<file path="src/rtl/apb_cmd_master_if.sv">
// Command, response and APB4 requester signals of apb_cmd_master in one bundle.
// Latency: none, wires only.
// Backpressure: carried by cmd_ready / rsp_ready / m_apb_pready.
interface apb_cmd_master_if #(
    parameter int unsigned G_ADDR_WIDTH = 4
);
    logic                    cmd_valid;
    logic                    cmd_ready;
    logic                    cmd_write;
    logic [G_ADDR_WIDTH-1:0] cmd_addr;
    logic [31:0]             cmd_wdata;
    logic [3:0]              cmd_strb;
    logic [2:0]              cmd_prot;

    logic                    rsp_valid;
    logic                    rsp_ready;
    logic [31:0]             rsp_rdata;
    logic                    rsp_err;
    logic                    rsp_timeout;

    logic                    m_apb_psel;
    logic                    m_apb_penable;
    logic                    m_apb_pwrite;
    logic [2:0]              m_apb_pprot;
    logic [G_ADDR_WIDTH-1:0] m_apb_paddr;
    logic [31:0]             m_apb_pwdata;
    logic [3:0]              m_apb_pstrb;
    logic                    m_apb_pready;
    logic [31:0]             m_apb_prdata;
    logic                    m_apb_pslverr;

    modport master (
        input  cmd_valid, cmd_write, cmd_addr, cmd_wdata, cmd_strb, cmd_prot,
        output cmd_ready,
        output rsp_valid, rsp_rdata, rsp_err, rsp_timeout,
        input  rsp_ready,
        output m_apb_psel, m_apb_penable, m_apb_pwrite, m_apb_pprot,
        output m_apb_paddr, m_apb_pwdata, m_apb_pstrb,
        input  m_apb_pready, m_apb_prdata, m_apb_pslverr
    );

    modport slave (
        output cmd_valid, cmd_write, cmd_addr, cmd_wdata, cmd_strb, cmd_prot,
        input  cmd_ready,
        input  rsp_valid, rsp_rdata, rsp_err, rsp_timeout,
        output rsp_ready,
        input  m_apb_psel, m_apb_penable, m_apb_pwrite, m_apb_pprot,
        input  m_apb_paddr, m_apb_pwdata, m_apb_pstrb,
        output m_apb_pready, m_apb_prdata, m_apb_pslverr
    );
endinterface

</file>
<file path="src/rtl/apb_cmd_master.sv">
// APB4 requester: one setup/access transfer per command, response with rdata/err/timeout.
// Latency: accept edge T0 -> psel T0+, penable T1+, rsp_valid T2+ plus one cycle per wait state.
// Backpressure: cmd_ready only in IDLE; response held stable until rsp_ready; wait states bounded by G_TIMEOUT.
module apb_cmd_master #(
    parameter int unsigned G_ADDR_WIDTH = 4,
    parameter int unsigned G_TIMEOUT    = 16
) (
    input  logic             clk,
    input  logic             rst,
    apb_cmd_master_if.master bus
);
    typedef enum logic [1:0] {
        IDLE   = 2'd0,
        SETUP  = 2'd1,
        ACCESS = 2'd2,
        RESP   = 2'd3
    } state_t;

    localparam logic [7:0]              TMO_LIMIT = 8'(G_TIMEOUT);
    localparam bit                      TMO_EN    = (G_TIMEOUT != 0);
    localparam logic [G_ADDR_WIDTH-1:0] LSB_MASK  = G_ADDR_WIDTH'(3);

    state_t state, next_state;
    logic   accept, complete, expire;

    logic                    cmd_ready_q;
    logic                    psel_q, penable_q, pwrite_q;
    logic [2:0]              pprot_q;
    logic [G_ADDR_WIDTH-1:0] paddr_q;
    logic [31:0]             pwdata_q;
    logic [3:0]              pstrb_q;
    logic [7:0]              wait_cnt, cnt_inc;

    logic        rsp_valid_q, rsp_err_q, rsp_timeout_q;
    logic [31:0] rsp_rdata_q;

    // Count of ACCESS cycles including the current one, saturating at 255.
    assign cnt_inc = (wait_cnt == 8'hFF) ? 8'hFF : wait_cnt + 8'd1;

    always_ff @(posedge clk or negedge rst) begin
        if (!rst) begin
            state <= IDLE;
        end else begin
            state <= next_state;
        end
    end

    always_comb begin
        next_state = state;
        accept     = 1'b0;
        complete   = 1'b0;
        expire     = 1'b0;
        case (state)
            IDLE: begin
                if (bus.cmd_valid && cmd_ready_q) begin
                    accept     = 1'b1;
                    next_state = SETUP;
                end
            end
            SETUP: next_state = ACCESS;
            ACCESS: begin
                // pready beats the timeout when both land on the same cycle.
                if (bus.m_apb_pready) begin
                    complete   = 1'b1;
                    next_state = RESP;
                end else if (TMO_EN && (cnt_inc == TMO_LIMIT)) begin
                    expire     = 1'b1;
                    next_state = RESP;
                end
            end
            RESP: begin
                if (bus.rsp_ready) begin
                    next_state = IDLE;
                end
            end
            default: next_state = IDLE;
        endcase
    end

    // Every output is a flop loaded from next_state, so reset drives them all to 0
    // and cmd_ready only rises on the first edge after reset release.
    always_ff @(posedge clk or negedge rst) begin
        if (!rst) begin
            cmd_ready_q   <= 1'b0;
            psel_q        <= 1'b0;
            penable_q     <= 1'b0;
            pwrite_q      <= 1'b0;
            pprot_q       <= '0;
            paddr_q       <= '0;
            pwdata_q      <= '0;
            pstrb_q       <= '0;
            wait_cnt      <= '0;
            rsp_valid_q   <= 1'b0;
            rsp_err_q     <= 1'b0;
            rsp_timeout_q <= 1'b0;
            rsp_rdata_q   <= '0;
        end else begin
            cmd_ready_q <= (next_state == IDLE);
            psel_q      <= (next_state == SETUP) || (next_state == ACCESS);
            penable_q   <= (next_state == ACCESS);
            rsp_valid_q <= (next_state == RESP);

            if (accept) begin
                paddr_q  <= bus.cmd_addr & ~LSB_MASK;
                pwrite_q <= bus.cmd_write;
                pwdata_q <= bus.cmd_write ? bus.cmd_wdata : 32'd0;
                pstrb_q  <= bus.cmd_write ? bus.cmd_strb : 4'd0;
                pprot_q  <= bus.cmd_prot;
                wait_cnt <= '0;
            end else if (complete || expire) begin
                paddr_q  <= '0;
                pwrite_q <= 1'b0;
                pwdata_q <= '0;
                pstrb_q  <= '0;
                pprot_q  <= '0;
            end else if (state == ACCESS) begin
                wait_cnt <= cnt_inc;
            end

            if (complete) begin
                rsp_rdata_q   <= pwrite_q ? 32'd0 : bus.m_apb_prdata;
                rsp_err_q     <= bus.m_apb_pslverr;
                rsp_timeout_q <= 1'b0;
            end else if (expire) begin
                rsp_rdata_q   <= '0;
                rsp_err_q     <= 1'b1;
                rsp_timeout_q <= 1'b1;
            end else if ((state == RESP) && bus.rsp_ready) begin
                rsp_rdata_q   <= '0;
                rsp_err_q     <= 1'b0;
                rsp_timeout_q <= 1'b0;
            end
        end
    end

    assign bus.cmd_ready     = cmd_ready_q;
    assign bus.m_apb_psel    = psel_q;
    assign bus.m_apb_penable = penable_q;
    assign bus.m_apb_pwrite  = pwrite_q;
    assign bus.m_apb_pprot   = pprot_q;
    assign bus.m_apb_paddr   = paddr_q;
    assign bus.m_apb_pwdata  = pwdata_q;
    assign bus.m_apb_pstrb   = pstrb_q;
    assign bus.rsp_valid     = rsp_valid_q;
    assign bus.rsp_rdata     = rsp_rdata_q;
    assign bus.rsp_err       = rsp_err_q;
    assign bus.rsp_timeout   = rsp_timeout_q;
endmodule

</file>
<file path="src/flat_wrapper.sv">
// flat-port wrapper written by rule: the top's interface ports become plain ports
module apb_cmd_master_flat 
#(
    parameter int unsigned G_ADDR_WIDTH = 4,
    parameter int unsigned G_TIMEOUT    = 16
)
  (clk, rst, bus_cmd_valid, bus_cmd_write, bus_cmd_addr, bus_cmd_wdata, bus_cmd_strb, bus_cmd_prot, bus_cmd_ready, bus_rsp_valid, bus_rsp_rdata, bus_rsp_err, bus_rsp_timeout, bus_rsp_ready, bus_m_apb_psel, bus_m_apb_penable, bus_m_apb_pwrite, bus_m_apb_pprot, bus_m_apb_paddr, bus_m_apb_pwdata, bus_m_apb_pstrb, bus_m_apb_pready, bus_m_apb_prdata, bus_m_apb_pslverr);
  apb_cmd_master_if #(.G_ADDR_WIDTH(G_ADDR_WIDTH)) bus_i ();
  input  logic clk;
  input  logic rst;
  input wire logic [$bits(bus_i.cmd_valid)-1:0] bus_cmd_valid;
  input wire logic [$bits(bus_i.cmd_write)-1:0] bus_cmd_write;
  input wire logic [$bits(bus_i.cmd_addr)-1:0] bus_cmd_addr;
  input wire logic [$bits(bus_i.cmd_wdata)-1:0] bus_cmd_wdata;
  input wire logic [$bits(bus_i.cmd_strb)-1:0] bus_cmd_strb;
  input wire logic [$bits(bus_i.cmd_prot)-1:0] bus_cmd_prot;
  output wire logic [$bits(bus_i.cmd_ready)-1:0] bus_cmd_ready;
  output wire logic [$bits(bus_i.rsp_valid)-1:0] bus_rsp_valid;
  output wire logic [$bits(bus_i.rsp_rdata)-1:0] bus_rsp_rdata;
  output wire logic [$bits(bus_i.rsp_err)-1:0] bus_rsp_err;
  output wire logic [$bits(bus_i.rsp_timeout)-1:0] bus_rsp_timeout;
  input wire logic [$bits(bus_i.rsp_ready)-1:0] bus_rsp_ready;
  output wire logic [$bits(bus_i.m_apb_psel)-1:0] bus_m_apb_psel;
  output wire logic [$bits(bus_i.m_apb_penable)-1:0] bus_m_apb_penable;
  output wire logic [$bits(bus_i.m_apb_pwrite)-1:0] bus_m_apb_pwrite;
  output wire logic [$bits(bus_i.m_apb_pprot)-1:0] bus_m_apb_pprot;
  output wire logic [$bits(bus_i.m_apb_paddr)-1:0] bus_m_apb_paddr;
  output wire logic [$bits(bus_i.m_apb_pwdata)-1:0] bus_m_apb_pwdata;
  output wire logic [$bits(bus_i.m_apb_pstrb)-1:0] bus_m_apb_pstrb;
  input wire logic [$bits(bus_i.m_apb_pready)-1:0] bus_m_apb_pready;
  input wire logic [$bits(bus_i.m_apb_prdata)-1:0] bus_m_apb_prdata;
  input wire logic [$bits(bus_i.m_apb_pslverr)-1:0] bus_m_apb_pslverr;
  assign bus_i.cmd_valid = bus_cmd_valid;
  assign bus_i.cmd_write = bus_cmd_write;
  assign bus_i.cmd_addr = bus_cmd_addr;
  assign bus_i.cmd_wdata = bus_cmd_wdata;
  assign bus_i.cmd_strb = bus_cmd_strb;
  assign bus_i.cmd_prot = bus_cmd_prot;
  assign bus_cmd_ready = bus_i.cmd_ready;
  assign bus_rsp_valid = bus_i.rsp_valid;
  assign bus_rsp_rdata = bus_i.rsp_rdata;
  assign bus_rsp_err = bus_i.rsp_err;
  assign bus_rsp_timeout = bus_i.rsp_timeout;
  assign bus_i.rsp_ready = bus_rsp_ready;
  assign bus_m_apb_psel = bus_i.m_apb_psel;
  assign bus_m_apb_penable = bus_i.m_apb_penable;
  assign bus_m_apb_pwrite = bus_i.m_apb_pwrite;
  assign bus_m_apb_pprot = bus_i.m_apb_pprot;
  assign bus_m_apb_paddr = bus_i.m_apb_paddr;
  assign bus_m_apb_pwdata = bus_i.m_apb_pwdata;
  assign bus_m_apb_pstrb = bus_i.m_apb_pstrb;
  assign bus_i.m_apb_pready = bus_m_apb_pready;
  assign bus_i.m_apb_prdata = bus_m_apb_prdata;
  assign bus_i.m_apb_pslverr = bus_m_apb_pslverr;
  apb_cmd_master #(.G_ADDR_WIDTH(G_ADDR_WIDTH), .G_TIMEOUT(G_TIMEOUT)) u_core (.clk(clk), .rst(rst), .bus(bus_i));
endmodule
</file>
<file path="config.mk">
export PLATFORM = sky130hd
export DESIGN_NAME = apb_cmd_master_flat
export DESIGN_NICKNAME = d
export VERILOG_FILES = /design/src/rtl/apb_cmd_master_if.sv /design/src/rtl/apb_cmd_master.sv /design/src/flat_wrapper.sv
export SDC_FILE = /design/constraint.sdc
export NUM_CORES = 1
export LEC_CHECK = 0
export CAP_MARGIN = 20
export CORE_ASPECT_RATIO = 0.8
export CORE_MARGIN = 1
export CORE_UTILIZATION = 40
export DETAILED_ROUTE_END_ITERATION = 10
export PLACE_DENSITY = 0.75
export SYNTH_ARGS = -nofsm -noshare
export SYNTH_HDL_FRONTEND = slang
export SYNTH_SLANG_ARGS = --single-unit
</file>
<file path="constraint.sdc">
create_clock -name clk -period 2.8 [get_ports clk]
set_input_delay 0.84 -clock clk [delete_from_list [all_inputs] [get_ports clk]]
set_output_delay 0.84 -clock clk [all_outputs]
set_load 0.005 [all_outputs]
</file>
# Word-level counts from Yosys, hierarchy flattened
# Index checks and enable logic that the tools add are counted.
[word_totals]
register_bits = 92
out_inout_bits = 82
[classes]
n_reduce_logical = 10
muxes = 35
add_sub_neg = 1
eq_ne = 9
[op_table]
columns = ["op", "count"]
rows = [
  ["$mux W32", 7],
  ["$mux W8", 4],
  ["$mux W4", 4],
  ["$mux W1", 13],
  ["$add A8 B1 Y8 const B", 1],
  ["$eq A2 B2 Y1 const B", 4],
  ["$eq A8 B5 Y1 const B", 1],
  ["$eq A8 B8 Y1 const B", 1],
  ["$mux W2", 4],
  ["$pmux W2 S4", 1],
  ["$mux W3", 2],
  ["$eq A2 B1 Y1 const B", 2],
  ["$logic_not A2 Y1", 2],
  ["$reduce_bool A2 Y1", 2],
  ["$reduce_bool A3 Y1", 1],
  ["$logic_and A1 B1 Y1", 2],
  ["$logic_or A1 B1 Y1", 2],
  ["$ne A2 B1 Y1 const B", 1],
  ["$reduce_and A2 Y1", 1],
]

# Logic depth before layout (Yosys ltp)
[logic_depth]
depth_word = 9
mapped_depth = 10
mapped_depth_nobuf = 7

# Worst setup path after synthesis
# No wires, ideal clock.
[synth_path]
path_type = "input -> register"
startpoint = "input bus_cmd_valid"
endpoint = "register u_core.psel_q, in the netlist u_core.bus.m_apb_psel"
path_slack_ns = 0.522
stages = 6
arrival_ns = 2.152
path_cell_list = "and3_1 -> clkbuf_1 -> nor2_1 -> clkbuf_1 -> o211ai_1 -> ha_1"
[synth_between]
elab_chain_cells = 5
elab_cells_between_ends = 6
classes_between = "eq/ne: 2; mux: 2; reduce/logical: 2"
[synth_rtl]
columns = ["item", "line_no", "rtl"]
rows = [
  ["from (decl)", "flat_wrapper.sv:11", "input wire logic [$bits(bus_i.cmd_valid)-1:0] bus_cmd_valid;"],
  ["$logic_and A1 B1 Y1 (*)", "apb_cmd_master.sv:55", "if (bus.cmd_valid && cmd_ready_q) begin"],
  ["$mux W2 (*)", "apb_cmd_master.sv:55", ""],
  ["$pmux W2 S4 (*)", "apb_cmd_master.sv:53", "case (state)"],
  ["$eq A2 B1 Y1 or $eq A2 B2 Y1 (tied branches)", "apb_cmd_master.sv:99", "psel_q <= (next_state == SETUP) || (next_state == ACCESS);"],
  ["$logic_or A1 B1 Y1 (*)", "apb_cmd_master.sv:99", ""],
  ["to (signal assigned)", "apb_cmd_master.sv:99", ""],
  ["to (decl)", "apb_cmd_master.sv:27", "logic psel_q, penable_q, pwrite_q;"],
]
# Mark *: on every way between the ends. The rest lies on a longest branch, timed or not.
# A chain may end at the register's enable or synchronous reset.

# Worst setup path after layout
[layout_path]
startpoint = "register u_core.wait_cnt[0]"
endpoint = "register u_core.rsp_rdata_q[31], in the netlist u_core.bus.rsp_rdata[31]"
[layout_between]
elab_chain_cells = 8
elab_cells_between_ends = 10
classes_between = "add/sub: 1; eq/ne: 2; mux: 6; reduce/logical: 1"
[layout_rtl]
columns = ["item", "line_no", "rtl"]
rows = [
  ["from (decl)", "apb_cmd_master.sv:32", "logic [7:0] wait_cnt, cnt_inc;"],
  ["from (signal assigned)", "apb_cmd_master.sv:117", "wait_cnt <= cnt_inc;"],
  ["$add A8 B1 Y8 or $eq A8 B8 Y1 (tied branches)", "apb_cmd_master.sv:38", "assign cnt_inc = (wait_cnt == 8'hFF) ? 8'hFF : wait_cnt + 8'd1;"],
  ["$mux W8 (*)", "apb_cmd_master.sv:38", ""],
  ["$eq A8 B5 Y1 (*)", "apb_cmd_master.sv:66", "end else if (TMO_EN && (cnt_inc == TMO_LIMIT)) begin"],
  ["$mux W1 (*)", "apb_cmd_master.sv:66", ""],
  ["$mux W1 (*)", "apb_cmd_master.sv:63", "if (bus.m_apb_pready) begin"],
  ["$mux W1 (*)", "apb_cmd_master.sv:53", ""],
  ["$mux W32", "apb_cmd_master.sv:124", "end else if (expire) begin"],
  ["$mux W32", "apb_cmd_master.sv:120", "if (complete) begin"],
  ["to (signal assigned)", "apb_cmd_master.sv:121", "rsp_rdata_q <= pwrite_q ? 32'd0 : bus.m_apb_prdata;"],
  ["to (decl)", "apb_cmd_master.sv:35", "logic [31:0] rsp_rdata_q;"],
]
# Marks and branches as above.

==> results.sh <==
export IMPL_timing_final_max_slew_violations=0
export IMPL_sequentialPowerShare=0.403
export IMPL_max_cap_viol_count=0
export IMPL_net_switching_power_mw=1.37
export IMPL_die_h_um=87.9
export IMPL_rows=30
export IMPL_ys_dominant_reg_cell="dfrtp_1"
export IMPL_final_common_cell="clkdlybuf4s50_1"
export IMPL_clk_path_buf_depth=2
export IMPL_vdd_ir_drop_worst_v=0.000477
export IMPL_mostFrequentLayoutCells="158 x clkdlybuf4s50_1, 90 x dfrtp_1, 73 x a32o_1, 12 x buf_4"
export IMPL_dr_first_iter_drc_count=146
export IMPL_ys_seq_elements=90
export IMPL_crit_path_cell_trace="ha_1 -> nand2b_1 -> o32a_1 -> or3_4 -> buf_12 -> a32o_1"
export IMPL_hold_viol=0
export IMPL_worst_r2r_setup_slack_ns=0.32
export IMPL_crit_path_end_kind="register"
export IMPL_crit_slowest_cell="or3_4"
export IMPL_grt_pass1_vias=3162
export IMPL_drt_first_pass_iters=4
export IMPL_die_width_um=109
export IMPL_routedWlPerCell_um=18.4
export IMPL_globalplace_congestion=0.876
export IMPL_clkLatencyLatePin_ns=0.33
export IMPL_element_type_at_the_critical_path_start="register"
export IMPL_via_count=3136
export IMPL_ys_warn_count=0
export IMPL_portBuffers=159
export IMPL_max_fclk_mhz=404
export IMPL_hold_class="primary input to asynchronous set/reset pin"
export IMPL_seq_area_frac_synth=0.611
export IMPL_run_status="finished, final reports clean"
export IMPL_post_place_ws_ns=0.335
export IMPL_cts_h_tree_lvls=3
export IMPL_finish_instance_area_um2=5690
export IMPL_p_sw_frac=0.296
export IMPL_final_min_period_over_clock_period=0.885
export IMPL_num_clock_sinks=90
export IMPL_global_route_usage_sum=0.217
export IMPL_floorplan_initialDensity=0.424
export IMPL_dp_hpwl_mm=6.96
export IMPL_worst_r2r_endpoint="u_core.bus.rsp_rdata[31]"
export IMPL_number_of_antenna_repair_diodes=0
export IMPL_worst_endpoint_required_ns=3.02
export IMPL_via_per_inst=5.72
export IMPL_timing_setup_critical_path_class="register to register"
export IMPL_cts_post_setup_buffers_inserted=0
export IMPL_core_area_um2=8710
export IMPL_area_growth_syn_to_layout_pct=54.3
export IMPL_fp_dieArea_um2=9610
export IMPL_design_final_nets=517
export IMPL_grt_overflow_total=0
export IMPL_worst_endpoint_arrival_ns=2.70
export IMPL_clkTransAtPathRegs_ns=0.06
export IMPL_postRouteWirelength_mm=10.1
export IMPL_final_min_clock_period_ns=2.48
export IMPL_ctsResizeCount=0
export IMPL_syn_area_per_cell_um2=13.5
export IMPL_boundaryPins=164
export IMPL_drc=0
export IMPL_grt_first_pass_wirelength_mm=15.9
export IMPL_synth_lib_cells_used_distinct=41
export IMPL_final_critical_path_setup_slack_ns=0.322
export IMPL_cp_slowest_stage_delay_ns=0.58
export IMPL_ant_nets=0
export IMPL_synth_edff_count=0
export IMPL_setup_viol_count_final=0
export IMPL_finalSetupTns_ns=0
export IMPL_cts_hold_fix_buffers=0
export IMPL_fin_total_pwr_mw=4.63
export IMPL_rr_startpoint="u_core.wait_cnt[0]"
export IMPL_cts_made_buffers=9
export IMPL_grt_max_degree=53
export IMPL_p_leak_nw=2.39
export IMPL_p_int_mw=3.26
export IMPL_detailed_place_area_um2=5430
export IMPL_asyncSetResetFlopFracSynth=1.00
export IMPL_maxSlewHeadroom=0.566
export IMPL_final_layout_size_suffix_gt1_frac=0.0803
export IMPL_mappedNetlistArea_um2=3690
export IMPL_rsz0062_at_grt="no"
export IMPL_timing_reg2reg_worst_path_depth=6
export IMPL_cts_tree="done"
export IMPL_cts_root_buf="clkbuf_16"
export IMPL_timing_critical_path_fanout_max=50
export IMPL_holdWs_ns=0.518
export IMPL_p_clk_frac=0.237
export IMPL_final_setup_skew_ns=0.00563
export IMPL_pwr_share_comb=0.360
export IMPL_power_per_cell_area_nw_per_um2=814
export IMPL_syn_instance_count=274
export IMPL_worst_pin_slew_ns=0.651
export IMPL_antenna_found_initial=0
==> worst max path at each step <==
stage / startpoint / endpoint / slack, ns / cells after the start
finish: u_core.wait_cnt[0] / u_core.bus.rsp_rdata[31] / 0.32 / 6
global route: u_core.wait_cnt[0] / u_core.bus.rsp_rdata[31] / 0.20 / 6
CTS: u_core.wait_cnt[0] / u_core.bus.rsp_rdata[31] / 0.33 / 6
detailed placement: bus_m_apb_pready / u_core.wait_cnt[7] / 0.34 / 5
global placement: u_core.wait_cnt[0] / u_core.bus.rsp_rdata[7] / 0.36 / 6
floorplan: bus_cmd_valid / u_core.bus.m_apb_psel / 0.52 / 6
==> logic make-up after synthesis <==
kind of cell | count (synthesis) | synth area share
buf+inv | 34 | 0.0505
flops | 90 | 0.611
fa+ha+maj | 4 | 0.0136
mux | 1 | 0.00305
compound gates | 103 | 0.256
other cells | 1 | 0.00102
simple gates | 41 | 0.0648
==> cell type report <==
class	instances	area (um2)
fill	675	3020
tap	112	140
multi-input combinational	151	1260
clock inverter	2	12.5
inverter	5	18.8
timing repair buffer	174	1750
clock buffer	14	254
sequential	90	2250
==> worst max-delay path, delay by kind of cell (launching register included) <==
family                     cells  cell delay [ns]
buffers and inverters          1             0.26
DFF                            1             0.44
and+or+nand+nor                2             0.75
AOI/OAI and AO/OA              2             0.58
adders and majority gates      1             0.30
==> synth_stat cells, types with 2 or more instances <==
master	instances	share of area
dfrtp_1	90	0.61
a32o_1	73	0.20
clkbuf_1	18	0.018
a21oi_1	9	0.012
nand2_1	7	0.0071
buf_6	6	0.018
nor2_1	6	0.0061
nor2b_1	6	0.010
inv_1	5	0.0051
and2_1	4	0.0068
and4_1	4	0.0095
ha_1	4	0.014
and3_1	3	0.0051
buf_4	3	0.0061
nand3_1	3	0.0041
o211ai_1	3	0.0061
a211oi_1	2	0.0041
a31o_2	2	0.0047
a31oi_1	2	0.0034
buf_2	2	0.0027
o32a_1	2	0.0054
==> registers in the layout (all words and copies together), names as in the netlist <==
register / cells
u_core.bus.cmd_ready: 1
u_core.bus.m_apb_paddr: 2
u_core.bus.m_apb_penable: 1
u_core.bus.m_apb_pprot: 3
u_core.bus.m_apb_psel: 1
u_core.bus.m_apb_pstrb: 4
u_core.bus.m_apb_pwdata: 32
u_core.bus.m_apb_pwrite: 1
u_core.bus.rsp_err: 1
u_core.bus.rsp_rdata: 32
u_core.bus.rsp_timeout: 1
u_core.bus.rsp_valid: 1
u_core.state: 2
u_core.wait_cnt: 8
==> power groups by stage <==
stage | Clock [mW] | Sequential (mW) | Combinational, mW
floorplan | 0 | 1.87 | 0.709
global placement | 0 | 1.87 | 1.65
detailed placement | 0 | 1.89 | 1.69
CTS | 1.13 | 1.87 | 1.69
global route | 1.18 | 1.92 | 1.81
finish | 1.10 | 1.87 | 1.67
==> layer usage <==
layer | share of wire | track usage | up-vias
li1 | - | - | 1423
met1 | 0.42 | 0.277 | 1587
met2 | 0.48 | 0.346 | 117
met3 | 0.087 | 0.0789 | 9
met4 | 0.012 | 0.0703 | 0
met5 | 0 | 0 | -
==> through the flow <==
step	util	cells
5_1_grt	0.654	548
3_5_place_dp	0.623	532
2_1_floorplan	-	275
3_3_place_gp	0.623	532
4_1_cts	0.654	548
6_report	0.654	548
(Power assumes the default switching activity.)
